$ cat config.mk
export PLATFORM = sky130hd
export DESIGN_NAME = page_nav_sched_flat
export DESIGN_NICKNAME = d
export VERILOG_FILES = /design/src/rtl/bike_disp_pkg.sv /design/src/rtl/page_nav_sched_if.sv /design/src/rtl/nav_cmd_fifo.sv /design/src/rtl/page_nav_sched.sv /design/src/flat_wrapper.sv
export SDC_FILE = /design/constraint.sdc
export NUM_CORES = 1
export LEC_CHECK = 0
export BUFFER_PORTS_ARGS = -buffer_cell sky130_fd_sc_hd__buf_2
export CAP_MARGIN = 20
export CORE_MARGIN = 2
export CORE_UTILIZATION = 66
export CTS_CLUSTER_DIAMETER = 100
export DETAILED_ROUTE_END_ITERATION = 6
export PLACE_DENSITY = 0.86
export SETUP_SLACK_MARGIN = 0.02
export SLEW_MARGIN = 20
export SYNTH_ARGS = -nofsm -noshare
export SYNTH_HDL_FRONTEND = slang
export SYNTH_SLANG_ARGS = --single-unit
$ cat constraint.sdc
create_clock -name clk -period 6 [get_ports clk]
set_clock_uncertainty 0.05 [all_clocks]
set_input_delay 0 -clock clk [delete_from_list [all_inputs] [get_ports clk]]
set_output_delay 0 -clock clk [all_outputs]
set_load 0.01 [all_outputs]
$ cat src/rtl/bike_disp_pkg.sv
// rtl/bike_disp_pkg.sv - shared page, command and FSM definitions for the display navigator
package bike_disp_pkg;
  localparam int NPAGES  = 6;
  localparam int PAGE_W  = 128;
  localparam int OFS_W   = 11;
  localparam int PG_W    = 3;
  localparam int PAGE_SH = $clog2(PAGE_W);

  localparam logic [PG_W-1:0] LAST_PG = PG_W'(NPAGES - 1);
  localparam logic [PG_W-1:0] PG_ONE  = PG_W'(1);

  typedef enum logic [1:0] {
    CMD_NONE = 2'b00,
    CMD_L    = 2'b01,
    CMD_R    = 2'b10
  } cmd_t;

  typedef enum logic [1:0] {
    ST_IDLE,
    ST_ISSUE,
    ST_WAIT,
    ST_SETTLE
  } state_t;

  // Neighbouring page with wrap-around, by compare-and-select.
  function automatic logic [PG_W-1:0] page_step(input logic [PG_W-1:0] p, input cmd_t c);
    if (c == CMD_R) return (p == LAST_PG) ? '0 : p + PG_ONE;
    if (c == CMD_L) return (p == '0) ? LAST_PG : p - PG_ONE;
    return p;
  endfunction

  function automatic logic [OFS_W-1:0] page_ofs(input logic [PG_W-1:0] p);
    return OFS_W'(p) << PAGE_SH;
  endfunction
endpackage

$ cat src/rtl/page_nav_sched_if.sv
// rtl/page_nav_sched_if.sv - request/scroller/status bundle of the page navigator
interface page_nav_sched_if;
  import bike_disp_pkg::*;

  logic             btn_l;
  logic             btn_r;
  logic             jump_req;
  logic [PG_W-1:0]  jump_page;
  logic             auto_en;
  logic [OFS_W-1:0] col_offset;
  logic             l_tick;
  logic             r_tick;
  logic [PG_W-1:0]  page;
  logic             busy;
  logic             q_drop;
  logic             err_to;

  modport master (
    output btn_l, btn_r, jump_req, jump_page, auto_en, col_offset,
    input  l_tick, r_tick, page, busy, q_drop, err_to
  );

  modport slave (
    input  btn_l, btn_r, jump_req, jump_page, auto_en, col_offset,
    output l_tick, r_tick, page, busy, q_drop, err_to
  );
endinterface

$ cat src/rtl/nav_cmd_fifo.sv
// rtl/nav_cmd_fifo.sv - synchronous FIFO of 2-bit navigation commands with flush
module nav_cmd_fifo #(
  parameter int DEPTH = 4
) (
  input  logic       clk,
  input  logic       rst,
  input  logic       push,
  input  logic [1:0] din,
  input  logic       pop,
  input  logic       flush,
  output logic [1:0] dout,
  output logic       full,
  output logic       empty
);
  localparam int AW = $clog2(DEPTH);
  localparam logic [AW:0] PTR_ONE = (AW+1)'(1);

  logic [1:0]    mem [DEPTH];
  logic [AW:0]   wr_ptr;
  logic [AW:0]   rd_ptr;
  logic [AW-1:0] wr_idx;

  assign empty  = (wr_ptr == rd_ptr);
  assign full   = (wr_ptr[AW] != rd_ptr[AW]) && (wr_ptr[AW-1:0] == rd_ptr[AW-1:0]);
  assign dout   = mem[rd_ptr[AW-1:0]];
  // A flush with a simultaneous push leaves exactly the new entry in the queue.
  assign wr_idx = flush ? '0 : wr_ptr[AW-1:0];

  always_ff @(posedge clk) begin
    if (rst) begin
      wr_ptr <= '0;
      rd_ptr <= '0;
    end else if (flush) begin
      rd_ptr <= '0;
      wr_ptr <= push ? PTR_ONE : '0;
    end else begin
      if (push && !full) wr_ptr <= wr_ptr + PTR_ONE;
      if (pop && !empty) rd_ptr <= rd_ptr + PTR_ONE;
    end
  end

  always_ff @(posedge clk) begin
    if (push && (flush || !full)) mem[wr_idx] <= din;
  end
endmodule

$ cat src/rtl/page_nav_sched.sv
// rtl/page_nav_sched.sv - merges button/jump/auto requests and paces single steps to the scroller
module page_nav_sched #(
  parameter int QDEPTH      = 4,
  parameter int SETTLE_CYC  = 400_002,
  parameter int TIMEOUT_CYC = 2**24 - 1,
  parameter int AUTO_CYC    = 250_000_000
) (
  input logic             clk,
  input logic             rst,
  page_nav_sched_if.slave bus
);
  import bike_disp_pkg::*;

  localparam int CNT_MAX = (TIMEOUT_CYC > SETTLE_CYC) ? TIMEOUT_CYC : SETTLE_CYC;
  localparam int CNT_W   = $clog2(CNT_MAX) + 1;
  localparam int AUTO_W  = $clog2(AUTO_CYC) + 1;
  localparam logic [CNT_W-1:0]  CNT_ONE  = CNT_W'(1);
  localparam logic [AUTO_W-1:0] AUTO_ONE = AUTO_W'(1);

  state_t            state, state_nxt;
  cmd_t              dir, push_cmd, jdir, jump_dir;
  logic [PG_W-1:0]   page_r, tgt, base, jdist, load_cnt, jump_left, resync_pg;
  logic [CNT_W-1:0]  cnt;
  logic [AUTO_W-1:0] auto_cnt;
  logic [OFS_W-PAGE_SH-1:0] ofs_pg;
  logic push, pop, flush, full, empty, drop, jump_flush, load_set, load_dec;
  logic timeout, at_tgt, busy, auto_fire, user_act, q_drop_r, err_to_r;
  logic [1:0] pop_data;

  nav_cmd_fifo #(.DEPTH(QDEPTH)) u_fifo (
    .clk(clk), .rst(rst), .push(push), .din(push_cmd), .pop(pop), .flush(flush),
    .dout(pop_data), .full(full), .empty(empty)
  );

  assign at_tgt    = (bus.col_offset == page_ofs(tgt));
  assign ofs_pg    = bus.col_offset[OFS_W-1:PAGE_SH];
  assign resync_pg = (ofs_pg > (OFS_W-PAGE_SH)'(NPAGES - 1)) ? LAST_PG : ofs_pg[PG_W-1:0];
  assign busy      = (state != ST_IDLE) || !empty;
  assign user_act  = bus.btn_l || bus.btn_r || bus.jump_req;
  assign auto_fire = bus.auto_en && !busy && !user_act && (auto_cnt == AUTO_W'(AUTO_CYC - 1));
  assign flush     = jump_flush || timeout;

  // Jumps are measured from where the scroller will rest once the in-flight step lands.
  always_comb begin
    base     = (state == ST_IDLE) ? page_r : tgt;
    jdir     = (bus.jump_page >= base) ? CMD_R : CMD_L;
    jdist    = (bus.jump_page >= base) ? bus.jump_page - base : base - bus.jump_page;
    push     = 1'b0;
    push_cmd = CMD_R;
    drop     = 1'b0;
    jump_flush = 1'b0;
    load_set = 1'b0;
    load_cnt = '0;
    load_dec = 1'b0;
    if (bus.jump_req) begin
      if (bus.jump_page > LAST_PG) begin
        drop = 1'b1;
      end else begin
        jump_flush = 1'b1;
        load_set   = 1'b1;
        if (jdist != '0) begin
          push     = 1'b1;
          push_cmd = jdir;
          load_cnt = jdist - PG_ONE;
        end
      end
    end else if (bus.btn_l || bus.btn_r) begin
      if (bus.btn_l != bus.btn_r) begin
        push_cmd = bus.btn_l ? CMD_L : CMD_R;
        push     = !full;
        drop     = full;
      end
    end else if (auto_fire) begin
      push = !full;
      drop = full;
    end else if (jump_left != '0 && !full) begin
      push     = 1'b1;
      push_cmd = jump_dir;
      load_dec = 1'b1;
    end
  end

  always_comb begin
    state_nxt = state;
    pop       = 1'b0;
    timeout   = 1'b0;
    unique case (state)
      ST_IDLE:   if (!empty && !jump_flush) begin
                   pop       = 1'b1;
                   state_nxt = ST_ISSUE;
                 end
      ST_ISSUE:  state_nxt = ST_WAIT;
      ST_WAIT:   if (at_tgt) begin
                   state_nxt = ST_SETTLE;
                 end else if (cnt == CNT_W'(TIMEOUT_CYC - 1)) begin
                   timeout   = 1'b1;
                   state_nxt = ST_IDLE;
                 end
      ST_SETTLE: if (!at_tgt) state_nxt = ST_WAIT;
                 else if (cnt == CNT_W'(SETTLE_CYC - 1)) state_nxt = ST_IDLE;
      default:   state_nxt = ST_IDLE;
    endcase
  end

  always_ff @(posedge clk) begin
    if (rst) begin
      state     <= ST_IDLE;
      dir       <= CMD_R;
      tgt       <= '0;
      page_r    <= '0;
      cnt       <= '0;
      auto_cnt  <= '0;
      jump_left <= '0;
      jump_dir  <= CMD_R;
      q_drop_r  <= 1'b0;
      err_to_r  <= 1'b0;
    end else begin
      state    <= state_nxt;
      q_drop_r <= drop;
      if (pop) begin
        dir <= cmd_t'(pop_data);
        tgt <= page_step(page_r, cmd_t'(pop_data));
      end
      if (state_nxt != state) cnt <= '0;
      else if (state == ST_WAIT || state == ST_SETTLE) cnt <= cnt + CNT_ONE;
      if (state == ST_WAIT && state_nxt == ST_SETTLE) page_r <= tgt;
      if (timeout) begin
        err_to_r <= 1'b1;
        page_r   <= resync_pg;
      end
      if (load_set) begin
        jump_left <= load_cnt;
        jump_dir  <= jdir;
      end else if (timeout) begin
        jump_left <= '0;
      end else if (load_dec) begin
        jump_left <= jump_left - PG_ONE;
      end
      if (user_act || !bus.auto_en || busy || auto_fire) auto_cnt <= '0;
      else auto_cnt <= auto_cnt + AUTO_ONE;
    end
  end

  assign bus.l_tick = (state == ST_ISSUE) && (dir == CMD_L);
  assign bus.r_tick = (state == ST_ISSUE) && (dir == CMD_R);
  assign bus.page   = page_r;
  assign bus.busy   = busy;
  assign bus.q_drop = q_drop_r;
  assign bus.err_to = err_to_r;
endmodule

$ cat src/flat_wrapper.sv
// flat-port wrapper written by rule: the top's interface ports become plain ports
module page_nav_sched_flat import bike_disp_pkg::*;
#(
  parameter int QDEPTH      = 4,
  parameter int SETTLE_CYC  = 400_002,
  parameter int TIMEOUT_CYC = 2**24 - 1,
  parameter int AUTO_CYC    = 250_000_000
)
  (clk, rst, bus_btn_l, bus_btn_r, bus_jump_req, bus_jump_page, bus_auto_en, bus_col_offset, bus_l_tick, bus_r_tick, bus_page, bus_busy, bus_q_drop, bus_err_to);
  page_nav_sched_if bus_i ();
  input logic clk;
  input logic rst;
  input wire logic [$bits(bus_i.btn_l)-1:0] bus_btn_l;
  input wire logic [$bits(bus_i.btn_r)-1:0] bus_btn_r;
  input wire logic [$bits(bus_i.jump_req)-1:0] bus_jump_req;
  input wire logic [$bits(bus_i.jump_page)-1:0] bus_jump_page;
  input wire logic [$bits(bus_i.auto_en)-1:0] bus_auto_en;
  input wire logic [$bits(bus_i.col_offset)-1:0] bus_col_offset;
  output wire logic [$bits(bus_i.l_tick)-1:0] bus_l_tick;
  output wire logic [$bits(bus_i.r_tick)-1:0] bus_r_tick;
  output wire logic [$bits(bus_i.page)-1:0] bus_page;
  output wire logic [$bits(bus_i.busy)-1:0] bus_busy;
  output wire logic [$bits(bus_i.q_drop)-1:0] bus_q_drop;
  output wire logic [$bits(bus_i.err_to)-1:0] bus_err_to;
  assign bus_i.btn_l = bus_btn_l;
  assign bus_i.btn_r = bus_btn_r;
  assign bus_i.jump_req = bus_jump_req;
  assign bus_i.jump_page = bus_jump_page;
  assign bus_i.auto_en = bus_auto_en;
  assign bus_i.col_offset = bus_col_offset;
  assign bus_l_tick = bus_i.l_tick;
  assign bus_r_tick = bus_i.r_tick;
  assign bus_page = bus_i.page;
  assign bus_busy = bus_i.busy;
  assign bus_q_drop = bus_i.q_drop;
  assign bus_err_to = bus_i.err_to;
  page_nav_sched #(.QDEPTH(QDEPTH), .SETTLE_CYC(SETTLE_CYC), .TIMEOUT_CYC(TIMEOUT_CYC), .AUTO_CYC(AUTO_CYC)) u_core (.clk(clk), .rst(rst), .bus(bus_i));
endmodule
==> metrics <==
Die Area 7700 sq um; Syn Inst Count 524; Longest Clk Path Bufs 2; aggregate negative setup slack 0 ps; cell types with the largest area share after synthesis sky130_fd_sc_hd__dfxtp_1 (34%), sky130_fd_sc_hd__nor2_1 (8.0%), sky130_fd_sc_hd__xnor2_1 (5.7%), sky130_fd_sc_hd__xor2_1 (5.7%), sky130_fd_sc_hd__edfxtp_1 (5.2%); root cell of the clock tree sky130_fd_sc_hd__clkbuf_8; class of the tightest hold or removal check input pin to flop; Net Sw Frac 0.280; number of instances on the worst hold path 4; Worst Min Path Start bus_col_offset[10]; Layout Nets 594; antenna viol nets, final 0; vias per std cell 5.79; Mapped Nets 564; clock-pin slew on the worst setup and hold paths 90 ps; Slew Limit Fails 0; initial standard-cell utilization of the core 0.682; gr ovfl total 0; Std-Cell Core Area 6790 sq um; maximum operating frequency 0.260 GHz; Unique masters post-synth 72; count of state elements after synthesis 87; post-synth design cell area 4630 sq um; reg-to-reg setup timing slack 2150 ps; Die X 87.8 um; iteration count of the initial detailed-routing pass 5; CP Data Required Time 5950 ps; Layout Area Growth over Synthesis 9.13%; DRC violation total after the first TritonRoute iteration 135; fraction of post-synthesis cell area in the top cell type by area 0.342; I/O pin cnt 28; clock sink count 87; launch point of the worst reg-to-reg path u_core.state[1]; post-route worst setup slack 2150 ps; post-synthesis average cell area 8.84 sq um; number of warnings reported in the yosys synthesis log 0; number of design rule violations left after detail routing 0; relative max-transition margin 0.311; antenna violations before repair 0; RSZ-0062 raised after global routing no; number of global-route vias before repair 3,567; biggest fanout along the worst timing path 11; Worst R2R End u_core.u_fifo.mem[2][1]; cell type contributing the most total cell area after synthesis sky130_fd_sc_hd__dfxtp_1; buffers inserted during post-CTS setup optimization 0; All-Layer GR Usage 0.252; arrival time of the worst setup path 3800 ps; max-cap violation count 0; status finished clean; sequential share of power 0.537; largest net degree at the start of global routing 30; switching component of the power 324 uW; Clock power frac 0.333; Leak 1.79 nW; classification of the worst setup path flop to flop; overall die height 87.8 um; reg2reg path depth 12; post-detail-place hpwl 6.74 mm; commonest register cell after synthesis sky130_fd_sc_hd__dfxtp_1; minimum clock period 3850 ps; final routed wire length divided by cell count 14.1 um; first-pass GRT wire length 15.4 mm; sort of element at the start of the critical path flop; detailed-route via count 3,793; P per Cell Area 229 nW/um^2; final hold violations 0; clock tree from TritonCTS built; count of endpoints failing setup in the final report 0; number of clock buffers inserted by TritonCTS 9; endpoint type of the worst setup path flop; number of enable flip-flop cells after synthesis 8; port buffer count 27; post-synthesis sequential area ratio 0.393; number of instances resized during post-cts repair 0; cell with the most instances after synthesis sky130_fd_sc_hd__nor2_1; final wirelength 9.24 mm; maximum level of the CTS H-tree 3; Post-synth ARST share 0; period utilisation layout 0.642; VDD IR-drop max 0.148 mV; post-placement worst setup slack 2200 ps; terminating pin of the worst hold path u_core.bus.page[2]; final RePlAce weighted congestion 0.852; Skew-Pair Late Insertion Delay 360 ps; fraction of final layout cells with drive strength greater than 1 0.123; n_diodes 0; combinational power share 0.130; internal power contribution 832 uW; commonest cells in the synthesized netlist sky130_fd_sc_hd__nor2_1 (99), sky130_fd_sc_hd__dfxtp_1 (79), sky130_fd_sc_hd__nand2_1 (43), sky130_fd_sc_hd__xnor2_1 (30), sky130_fd_sc_hd__xor2_1 (30); Site Rows 30; transition time at the pin with the least slew margin 1020 ps
[area by class of cell]
type                            count  area, sq um
Tap cell                           96          120
Clock inverter                      6         50.0
Sequential cell                    87         1820
Timing Repair Buffer               32          183
Inverter                           26         97.6
Multi-Input combinational cell    398         2640
Clock buffer                       10          138
Fill cell                         486         1740
[layer usage]
metal / up-vias / routed length (um) / global-route usage
met5: - / 0 / 0
met4: 0 / 189 / 0.0923
met3: 21 / 473 / 0.0622
met2: 93 / 4460 / 0.421
met1: 1798 / 4120 / 0.317
li1: 1881 / - / -
[power groups by stage]
stage / Clock [mW] / Sequential (mW) / Combinational [mW]
2_1_floorplan: 0 / 0.628 / 0.114
3_3_place_gp: 0 / 0.634 / 0.139
3_5_place_dp: 0 / 0.635 / 0.146
4_1_cts: 0.392 / 0.621 / 0.149
5_1_grt: 0.414 / 0.624 / 0.166
6_report: 0.385 / 0.621 / 0.150
[registers in the layout, summed over array words and instances, names as in the netlist, named ones only]
name and flops:
u_core.state 2, u_core.dir 2, u_core.tgt 3, u_core.u_fifo.mem 8, u_core.bus.q_drop 1, u_core.auto_cnt 29, u_core.jump_left 3, u_core.bus.err_to 1
u_core.bus.page 3, u_core.u_fifo.wr_ptr 3, u_core.jump_dir 2, u_core.u_fifo.rd_ptr 3, u_core.cnt 25
[layout by cell type (no fill, tap or decap), types with 5 or more instances in the layout]
master | netlist | layout
sky130_fd_sc_hd__edfxtp_1 | 8 | 8
sky130_fd_sc_hd__inv_1 | 26 | 26
sky130_fd_sc_hd__nand3_1 | 22 | 22
sky130_fd_sc_hd__nand2b_1 | 6 | 6
sky130_fd_sc_hd__clkbuf_8 | 0 | 10
sky130_fd_sc_hd__mux2_2 | 7 | 7
sky130_fd_sc_hd__nor4_1 | 8 | 8
sky130_fd_sc_hd__nor2_1 | 99 | 99
sky130_fd_sc_hd__xor2_1 | 30 | 30
sky130_fd_sc_hd__nand2_1 | 43 | 43
sky130_fd_sc_hd__ha_1 | 18 | 18
sky130_fd_sc_hd__buf_2 | 6 | 27
sky130_fd_sc_hd__mux2i_1 | 7 | 7
sky130_fd_sc_hd__and3_1 | 5 | 5
sky130_fd_sc_hd__a21oi_1 | 12 | 12
sky130_fd_sc_hd__nor4bb_1 | 6 | 6
sky130_fd_sc_hd__xnor2_1 | 30 | 30
sky130_fd_sc_hd__nor3_1 | 10 | 10
sky130_fd_sc_hd__nand4_1 | 18 | 18
sky130_fd_sc_hd__dfxtp_1 | 79 | 79
[cells by family after synthesis]
family / synth area share
mux: 0.0419
buf+inv: 0.0357
xor+xnor: 0.113
compound gates: 0.0811
simple gates: 0.277
flops: 0.393
fa+ha+maj: 0.0573
[critical path, stage by stage, from the launching register on]
cell and delay (ps):
sky130_fd_sc_hd__dfxtp_1 450, sky130_fd_sc_hd__nor2_4 240, sky130_fd_sc_hd__mux2_2 390, sky130_fd_sc_hd__inv_1 70
sky130_fd_sc_hd__ha_1 130, sky130_fd_sc_hd__inv_1 50, sky130_fd_sc_hd__fa_1 390, sky130_fd_sc_hd__or4b_1 520
sky130_fd_sc_hd__a21oi_1 130, sky130_fd_sc_hd__a211oi_1 100, sky130_fd_sc_hd__a31oi_1 380, sky130_fd_sc_hd__o21ai_1 170
sky130_fd_sc_hd__nor4b_1 440
[worst max-delay path by stage]
stage	startpoint	to	slack [ps]	depth (start not counted)
final	u_core.state[1]	u_core.u_fifo.mem[2][1]	2150	12
after global routing	u_core.state[1]	u_core.u_fifo.mem[2][0]	1970	12
after CTS	u_core.state[1]	u_core.u_fifo.mem[2][0]	2190	12
after detailed placement	u_core.state[1]	u_core.u_fifo.mem[2][1]	2200	12
after global placement	u_core.state[1]	u_core.u_fifo.mem[2][1]	2350	12
after floorplan	u_core.state[0]	u_core.u_fifo.mem[2][0]	2620	12
[timing repair]
| item | CTS | global route |
|---|---|---|
| hold buffers | 4 | 0 |
| endpoints found under the setup margin | 0 | 0 |
| hold endpoints to repair | 4 | 0 |
[stage by stage]
| stage | instances | utilization | hold slack [ps] | area, sq um | power, mW |
|---|---|---|---|---|---|
| after CTS | 655 | 0.744 | 29.6 | 5050 | 1.16 |
| final | 655 | 0.744 | 41.4 | 5050 | 1.16 |
| after detailed placement | 635 | 0.710 | 302 | 4830 | 0.780 |
| after global routing | 655 | 0.744 | 63.6 | 5050 | 1.20 |
| after floorplan | 524 | - | 120 | 4630 | 0.742 |
| after global placement | 635 | 0.710 | 291 | 4830 | 0.773 |
Note: power is estimated with default switching activity, not from simulation.
